`src/rtl/shift_add_multiplier_8bit.sv`:
```
// 8-bit carry look-ahead adder plus a sequential 8x8 unsigned shift-add
// multiplier that drives every partial-product addition through it.

module carry_look_ahead_adder (
   input  logic [7:0] a,
   input  logic [7:0] b,
   input  logic       carry_in,
   output logic [7:0] sum,
   output logic       carry_out
);

   logic [7:0] gen;
   logic [7:0] prop;
   logic [8:0] carry;

   // Carry into bit (idx+1), expanded as a flat sum of generate/propagate
   // products so no carry depends on a lower computed carry.
   function automatic logic lookahead(input logic [7:0] g,
                                      input logic [7:0] p,
                                      input logic       cin,
                                      input int         idx);
      logic chain;
      logic c;
      chain = 1'b1;
      c     = 1'b0;
      for (int j = 7; j >= 0; j--) begin
         if (j <= idx) begin
            c     = c | (chain & g[j]);
            chain = chain & p[j];
         end
      end
      return c | (chain & cin);
   endfunction

   assign gen  = a & b;
   assign prop = a ^ b;

   // All carries are computed in parallel from generate/propagate terms.
   always_comb begin
      // NOTE: every bit gets a value on every pass through the block, so no latch is inferred.
      carry    = '0;
      carry[0] = carry_in;
      for (int i = 0; i < 8; i++) begin
         carry[i+1] = lookahead(gen, prop, carry_in, i);
      end
   end

   assign sum       = prop ^ carry[7:0];
   assign carry_out = carry[8];

endmodule


module shift_add_multiplier_8bit (
   input  logic        clk,
   input  logic        reset,
   input  logic        start,
   input  logic [7:0]  a,
   input  logic [7:0]  b,
   output logic        busy,
   output logic        done,
   output logic [15:0] product
);

   typedef enum logic [1:0] {
      IDLE = 2'd0,
      CALC = 2'd1,
      DONE = 2'd2
   } state_t;

   state_t      state;
   state_t      state_next;

   logic [7:0]  m_reg;
   logic [7:0]  acc;
   logic [7:0]  q;
   logic        c;
   logic [2:0]  cnt;

   logic [7:0]  add_sum;
   logic        add_carry;
   logic [8:0]  partial;
   logic [16:0] shifted;
   logic        accept;
   logic        last_iter;

   carry_look_ahead_adder u_adder (
      .a         (acc),
      .b         (m_reg),
      .carry_in  (1'b0),
      .sum       (add_sum),
      .carry_out (add_carry)
   );

   // Conditional add of the multiplicand, then a 17-bit right shift of {C,Acc,Q}.
   always_comb begin
      partial = {1'b0, acc};
      if (q[0]) begin
         partial = {add_carry, add_sum};
      end
      shifted = {partial, q} >> 1;
   end

   assign accept    = start && (state == IDLE || state == DONE);
   assign last_iter = (state == CALC) && (cnt == 3'd7);

   // Next-state decode and status outputs.
   always_comb begin
      state_next = state;
      busy       = 1'b0;
      done       = 1'b0;
      case (state)
         IDLE: begin
            if (start) state_next = CALC;
         end
         CALC: begin
            busy = 1'b1;
            if (cnt == 3'd7) state_next = DONE;
         end
         DONE: begin
            done       = 1'b1;
            state_next = start ? CALC : IDLE;
         end
         default: state_next = IDLE;
      endcase
   end

   // State register.
   always_ff @(posedge clk) begin
      // NOTE: registers are updated with non-blocking assignments so every flop samples pre-edge values.
      if (reset) state <= IDLE;
      else       state <= state_next;
   end

   // Datapath: operand capture, one shift-add iteration per CALC cycle, result capture.
   always_ff @(posedge clk) begin
      if (reset) begin
         m_reg   <= '0;
         acc     <= '0;
         q       <= '0;
         c       <= 1'b0;
         cnt     <= '0;
         product <= '0;
      end else if (accept) begin
         m_reg <= a;
         q     <= b;
         acc   <= '0;
         c     <= 1'b0;
         cnt   <= '0;
      end else if (state == CALC) begin
         c   <= shifted[16];
         acc <= shifted[15:8];
         q   <= shifted[7:0];
         cnt <= cnt + 3'd1;
         if (last_iter) begin
            product <= shifted[15:0];
         end
      end
   end

endmodule

```
`config.mk`:
```
export PLATFORM = sky130hd
export DESIGN_NAME = shift_add_multiplier_8bit
export DESIGN_NICKNAME = d
export VERILOG_FILES = /design/src/rtl/shift_add_multiplier_8bit.sv
export SDC_FILE = /design/constraint.sdc
export NUM_CORES = 1
export LEC_CHECK = 0
export BUFFER_PORTS_ARGS = -buffer_cell sky130_fd_sc_hd__buf_2
export CORE_MARGIN = 2
export CORE_UTILIZATION = 55
export CTS_CLUSTER_SIZE = 10
export DETAILED_ROUTE_END_ITERATION = 7
export GPL_TIMING_DRIVEN = 0
export PLACE_DENSITY = 0.81
export SLEW_MARGIN = 20
export SYNTH_ARGS = -nofsm -noshare
export SYNTH_HDL_FRONTEND = slang
export SYNTH_HIERARCHICAL = 1
export SYNTH_SLANG_ARGS = --single-unit
```
`constraint.sdc`:
```
create_clock -name clk -period 2.6 [get_ports clk]
set_input_delay 0.13 -clock clk [delete_from_list [all_inputs] [get_ports clk]]
set_output_delay 0.13 -clock clk [all_outputs]
set_load 0.005 [all_outputs]
```
# [Yosys cells after proc, flatten, opt, wreduce, memory -nomap -nowiden]
# Cells that the tools add are included.
[word_totals] regBits=45 inputBits=19 output_inout_bits=18 elab_cells=110
[op_classes] add_sub_neg=1 eq_ne=5 mux=9 bitwise=81 reduce_logical=8
[op_table] operator="$and 1x1->1" n=49
[op_table] operator="$or 1x1->1" n=28
[op_table] operator="$mux 8" n=2
[op_table] operator="$xor 8x8->8" n=2
[op_table] operator="$mux 9" n=1
[op_table] operator="$and 8x8->8" n=1
[op_table] operator="$pmux 2 s3" n=1
[op_table] operator="$mux 2" n=2
[op_table] operator="$ne 2x2->1 const B" n=2
[op_table] operator="$add 3x1->3 const B" n=1
[op_table] operator="$eq 3x3->1 const B" n=1
[op_table] operator="$mux 1" n=3
[op_table] operator="$reduce_and 3->1" n=1
[op_table] operator="$eq 2x1->1 const B" n=1
[op_table] operator="$eq 2x2->1 const B" n=1
[op_table] operator="$logic_and 1x1->1" n=2
[op_table] operator="$logic_not 2->1" n=1
[op_table] operator="$reduce_and 2->1" n=1
[op_table] operator="$reduce_bool 2->1" n=1
[op_table] operator="$reduce_or 2->1" n=1
[op_table] operator="$logic_or 1x1->1" n=1
[op_table] operator="$not 1->1" n=1

# [Depth between registers and ports, before layout]
[logic_depth] word_depth=12 depth_mapped=7

# [Modules after synthesis]
# Netlist, hierarchy kept.
[modules_own_cells] mod="shift_add_multiplier_8bit" n_inst=1 cells_each=197 area_each_um2=1774.2
[modules_own_cells] mod="carry_look_ahead_adder" n_inst=1 cells_each=41 area_each_um2=332.8

# [Worst setup path before layout]
# OpenSTA, ideal clock, no wires.
[synth_path] path_type="register to register" from="register acc[3]" to="register product[14]" setup_time_ns=0.137 t_arrival_ns=1.680 required_ns=2.463 path_slack_ns=0.783 path_stages_with_launch=8 path_buffers=0 period_less_slack_ns=1.817 cell_sequence="dfxtp_1 ha_1 nand3_1 o2111ai_2 a221o_1 xor2_1 mux2i_1 a211oi_2"
[synth_via] elab_chain_cells=8
[synth_lines] item="start: declaration" line="75" rtl="logic [7:0] acc;"
[synth_lines] item="start signal: assignment" line="152" rtl="acc <= shifted[15:8];"
[synth_lines] item="$and 8x8->8 or $xor 8x8->8 (tied branches)" line="35, 36"
[synth_lines] item="$and 1x1->1 (on tied branches)" line="28, 29"
[synth_lines] item="$or 1x1->1, or another cell as far along (2 in a row)" line="28" rtl="c = c | (chain & g[j]);"
[synth_lines] item="$or 1x1->1 or $and 1x1->1 (tied branches)" line="28"
[synth_lines] item="$or 1x1->1 (*)" line="28"
[synth_lines] item="$xor 8x8->8 (*)" line="48" rtl="assign sum = prop ^ carry[7:0];"
[synth_lines] item="net add_sum[7]" line="80" rtl="logic [7:0] add_sum;"
[synth_lines] item="$mux 9 (*)" line="98" rtl="if (q[0]) begin"
[synth_lines] item="end signal: assignment" line="156" rtl="product <= shifted[15:0];"
[synth_lines] item="end: declaration" line="62" rtl="output logic [15:0] product"
# The timed path passes the listed nets; every way through them passes the cells marked *.
# A chain may end at the register's enable or synchronous reset.

# [Final worst setup path]
[layout_path] from="register acc[3]" to="register acc[5]"
[layout_via] elab_chain_cells=8
[layout_lines] item="$and 8x8->8 or $xor 8x8->8 (tied branches)" line="35, 36"
[layout_lines] item="$and 1x1->1 (on tied branches)" line="28, 29"
[layout_lines] item="$or 1x1->1, or another cell as far along (2 in a row)" line="28"
[layout_lines] item="$or 1x1->1 or $and 1x1->1 (tied branches)" line="28"
[layout_lines] item="$or 1x1->1 (*)" line="28"
[layout_lines] item="$xor 8x8->8 (*)" line="48"
[layout_lines] item="net add_sum[6]" line="80"
[layout_lines] item="$mux 9 (*)" line="98"
# Marked as above.

==> results.sh <==
export IMPL_synth_area_per_cell_um2=8.85
export IMPL_wl_per_cell_um=13.4
export IMPL_dp_hpwl_um=3140
export IMPL_cap_violations=0
export IMPL_drive_above_1_share_pct=23.1
export IMPL_finalHoldViolCount=0
export IMPL_cts_tree="built"
export IMPL_io_buffers=35
export IMPL_first_pass_iters=4
export IMPL_clk_path_buf_depth=2
export IMPL_cts_resized=0
export IMPL_clk_pin_slew_ps=80
export IMPL_io_pins=37
export IMPL_drcViolationCount=0
export IMPL_cpMaxStageDelayCell="o41ai_1"
export IMPL_netlist_area_um2=2110
export IMPL_leakagePower_nw=1.04
export IMPL_synth_distinct_cells=37
export IMPL_top_register="product"
export IMPL_grt_pass1_vias=1591
export IMPL_setup_viol=0
export IMPL_n_antenna_cell=0
export IMPL_path_cells="ha_1 -> nand3_1 -> o211ai_1 -> o41ai_1 -> xnor2_1 -> mux2i_1 -> a211oi_1"
export IMPL_finalCritPeriodShare_pct=78.3
export IMPL_slew_violations=0
export IMPL_numCtsBuffers=5
export IMPL_viasPerCell=5.49
export IMPL_antenna_found_initial=0
export IMPL_gp_congestion=0.792
export IMPL_grt_pass1_wl_um=7290
export IMPL_synthFlopType="dfxtp_1"
export IMPL_crit_arrival_ps=2240
export IMPL_wl_um=4390
export IMPL_min_period_ps=2040
export IMPL_die_w_um=65.9
export IMPL_coreArea_um2=3660
export IMPL_largest_register_ffs=16
export IMPL_timing_hold_ws_ps=65.3
export IMPL_dieArea_um2=4340
export IMPL_p_per_area_nw_per_um2=581
export IMPL_grtUsageTotal_pct=22.2
export IMPL_syn_inst=238
export IMPL_async_reset_ff_share_pct=0
export IMPL_grt_max_degree=14
export IMPL_yosysSeqAreaShare_pct=42.8
export IMPL_crit_fanout=4
export IMPL_slew_headroom_pct=63.5
export IMPL_cp_required_ps=2810
export IMPL_yosysWarnings=6
export IMPL_worstHoldPathType="in2reg"
export IMPL_cts_setup_buffers=0
export IMPL_layout_setup_ws_ps=564
export IMPL_finalSetupTns_ps=0
export IMPL_power_total_mw=1.42
export IMPL_htreeDepth=2
export IMPL_vias=1805
export IMPL_critical_path_buf_inv_count=0
export IMPL_ctsHoldBuffers=0
export IMPL_path_delay_family="compound AO/OA/AOI/OAI gates"
export IMPL_final_nets=312
export IMPL_clk_insertion_delay_late_ps=290
export IMPL_cts_num_sinks=45
export IMPL_rows=22
export IMPL_fin_skew_ps=5.91
export IMPL_fmax_mhz=491
export IMPL_end_kind="flop"
export IMPL_startpoint_type="flop"
export IMPL_peakVddDrop_mv=0.307
export IMPL_dieHeight_um=65.9
export IMPL_path_class="reg2reg"
export IMPL_rsz0062_at_grt="no"
export IMPL_max_stage_delay_ps=420
export IMPL_cts_root_buf="clkbuf_8"
export IMPL_area_delta_synth_final_pct=16.3
export IMPL_tightestPinTransition_ps=547
export IMPL_ys_seq_elements=45
export IMPL_start_util_pct=57.6
export IMPL_drtIter0Drc=121
export IMPL_post_place_ws_ps=589
export IMPL_synth_edf_count=0
export IMPL_ant_nets=0
export IMPL_grt_ovfl_total=0
export IMPL_run_status="complete, no violations"
==> metal layers <==
metal  share of wire, %  wire length (µm)  global-route usage, %
met4               0.93                41                   5.47
met3                7.4               325                   5.62
met5                  0                 0                      0
met1                 44              1930                   29.5
met2                 48              2090                   36.0
==> cell usage after synthesis (2+ instances only) <==
library cell	count	area, µm²
nor2b_1	2	12.5
nand2_1	37	139
buf_4	4	30.0
a211oi_1	8	60.1
buf_2	4	20.0
a21oi_1	29	145
a211oi_2	6	75.1
a22oi_1	8	60.1
nor3_1	2	10.0
ha_1	11	138
dfxtp_1	45	901
inv_1	5	18.8
xor2_1	2	17.5
a21o_1	2	15.0
xnor2_1	5	43.8
mux2i_1	7	70.1
nor2_1	23	86.3
nand2b_1	3	18.8
nand3_1	12	60.1
clkbuf_1	4	15.0
buf_6	3	33.8
==> report_power, final <==
| part | internal [mW] | switching, mW |
|---|---|---|
| logic | 0.0764 | 0.105 |
| registers | 0.714 | 0.0189 |
| clock network | 0.279 | 0.229 |
| total | 1.07 | 0.352 |
==> cells by family (layout without fill, tap and decap cells) <==
logic type               Yosys count  after routing  share of synthesized area, %
buffers and inverters             22             64                          6.00
other                              1              2                         0.178
flip-flops                        45             45                          42.8
XOR/XNOR                           7              7                          2.91
adder cells (fa/ha/maj)           12             12                          7.48
AO/OA/AOI/OAI                     60             60                          19.8
AND/OR/NAND/NOR                   83             83                          17.0
multiplexers                       8              8                          3.86
==> cells in the final DEF (no fill, tap or decap), types with 2 or more instances in the layout <==
cell type	count
xor2_1	2
nand2_1	37
nor2_1	23
ha_1	11
a21oi_1	29
dfxtp_1	45
a211oi_1	8
inv_1	5
a21o_1	2
buf_4	4
clkbuf_8	5
mux2i_1	7
nand3_1	12
nand2b_1	3
buf_6	3
nor2b_1	2
nor3_1	2
xnor2_1	5
a211oi_2	6
clkbuf_1	4
a22oi_1	8
conb_1	2
buf_2	39
==> worst register-to-register path, delay by kind of cell (launching register included) <==
family	cells	cell delay [ps]
compound gates	3	820
xor+xnor	1	180
fa+ha+maj	1	340
flops	1	330
mux	1	140
simple gates	1	150
==> cell type report <==
| type | count | area, µm² |
|---|---|---|
| clock buffer | 5 | 68.8 |
| timing repair buffer | 35 | 175 |
| tap | 48 | 60.1 |
| inverter | 6 | 22.5 |
| buffer | 16 | 104 |
| sequential | 45 | 901 |
| multi-input combinational | 172 | 1080 |
| clock inverter | 2 | 35.0 |
| fill | 330 | 1210 |
==> path summary, 6_finish.rpt <==
path	start	to	slack, ps	cells past startpoint
worst min register to register	product[1]	product[1]	450	2
worst max-delay path	acc[3]	acc[5]	560	7
worst min-delay path	a[2]	m_reg[2]	70	3
worst max register to register	acc[3]	acc[5]	560	7
==> through the flow <==
stage          util (%)  cell area, µm²  cells
2_1_floorplan         -            2110    239
3_3_place_gp       64.1            2350    322
3_5_place_dp       64.1            2350    322
4_1_cts            66.9            2450    329
5_1_grt            66.9            2450    329
6_report           66.9            2450    329
No activity file was read; power rests on OpenSTA's default activity.
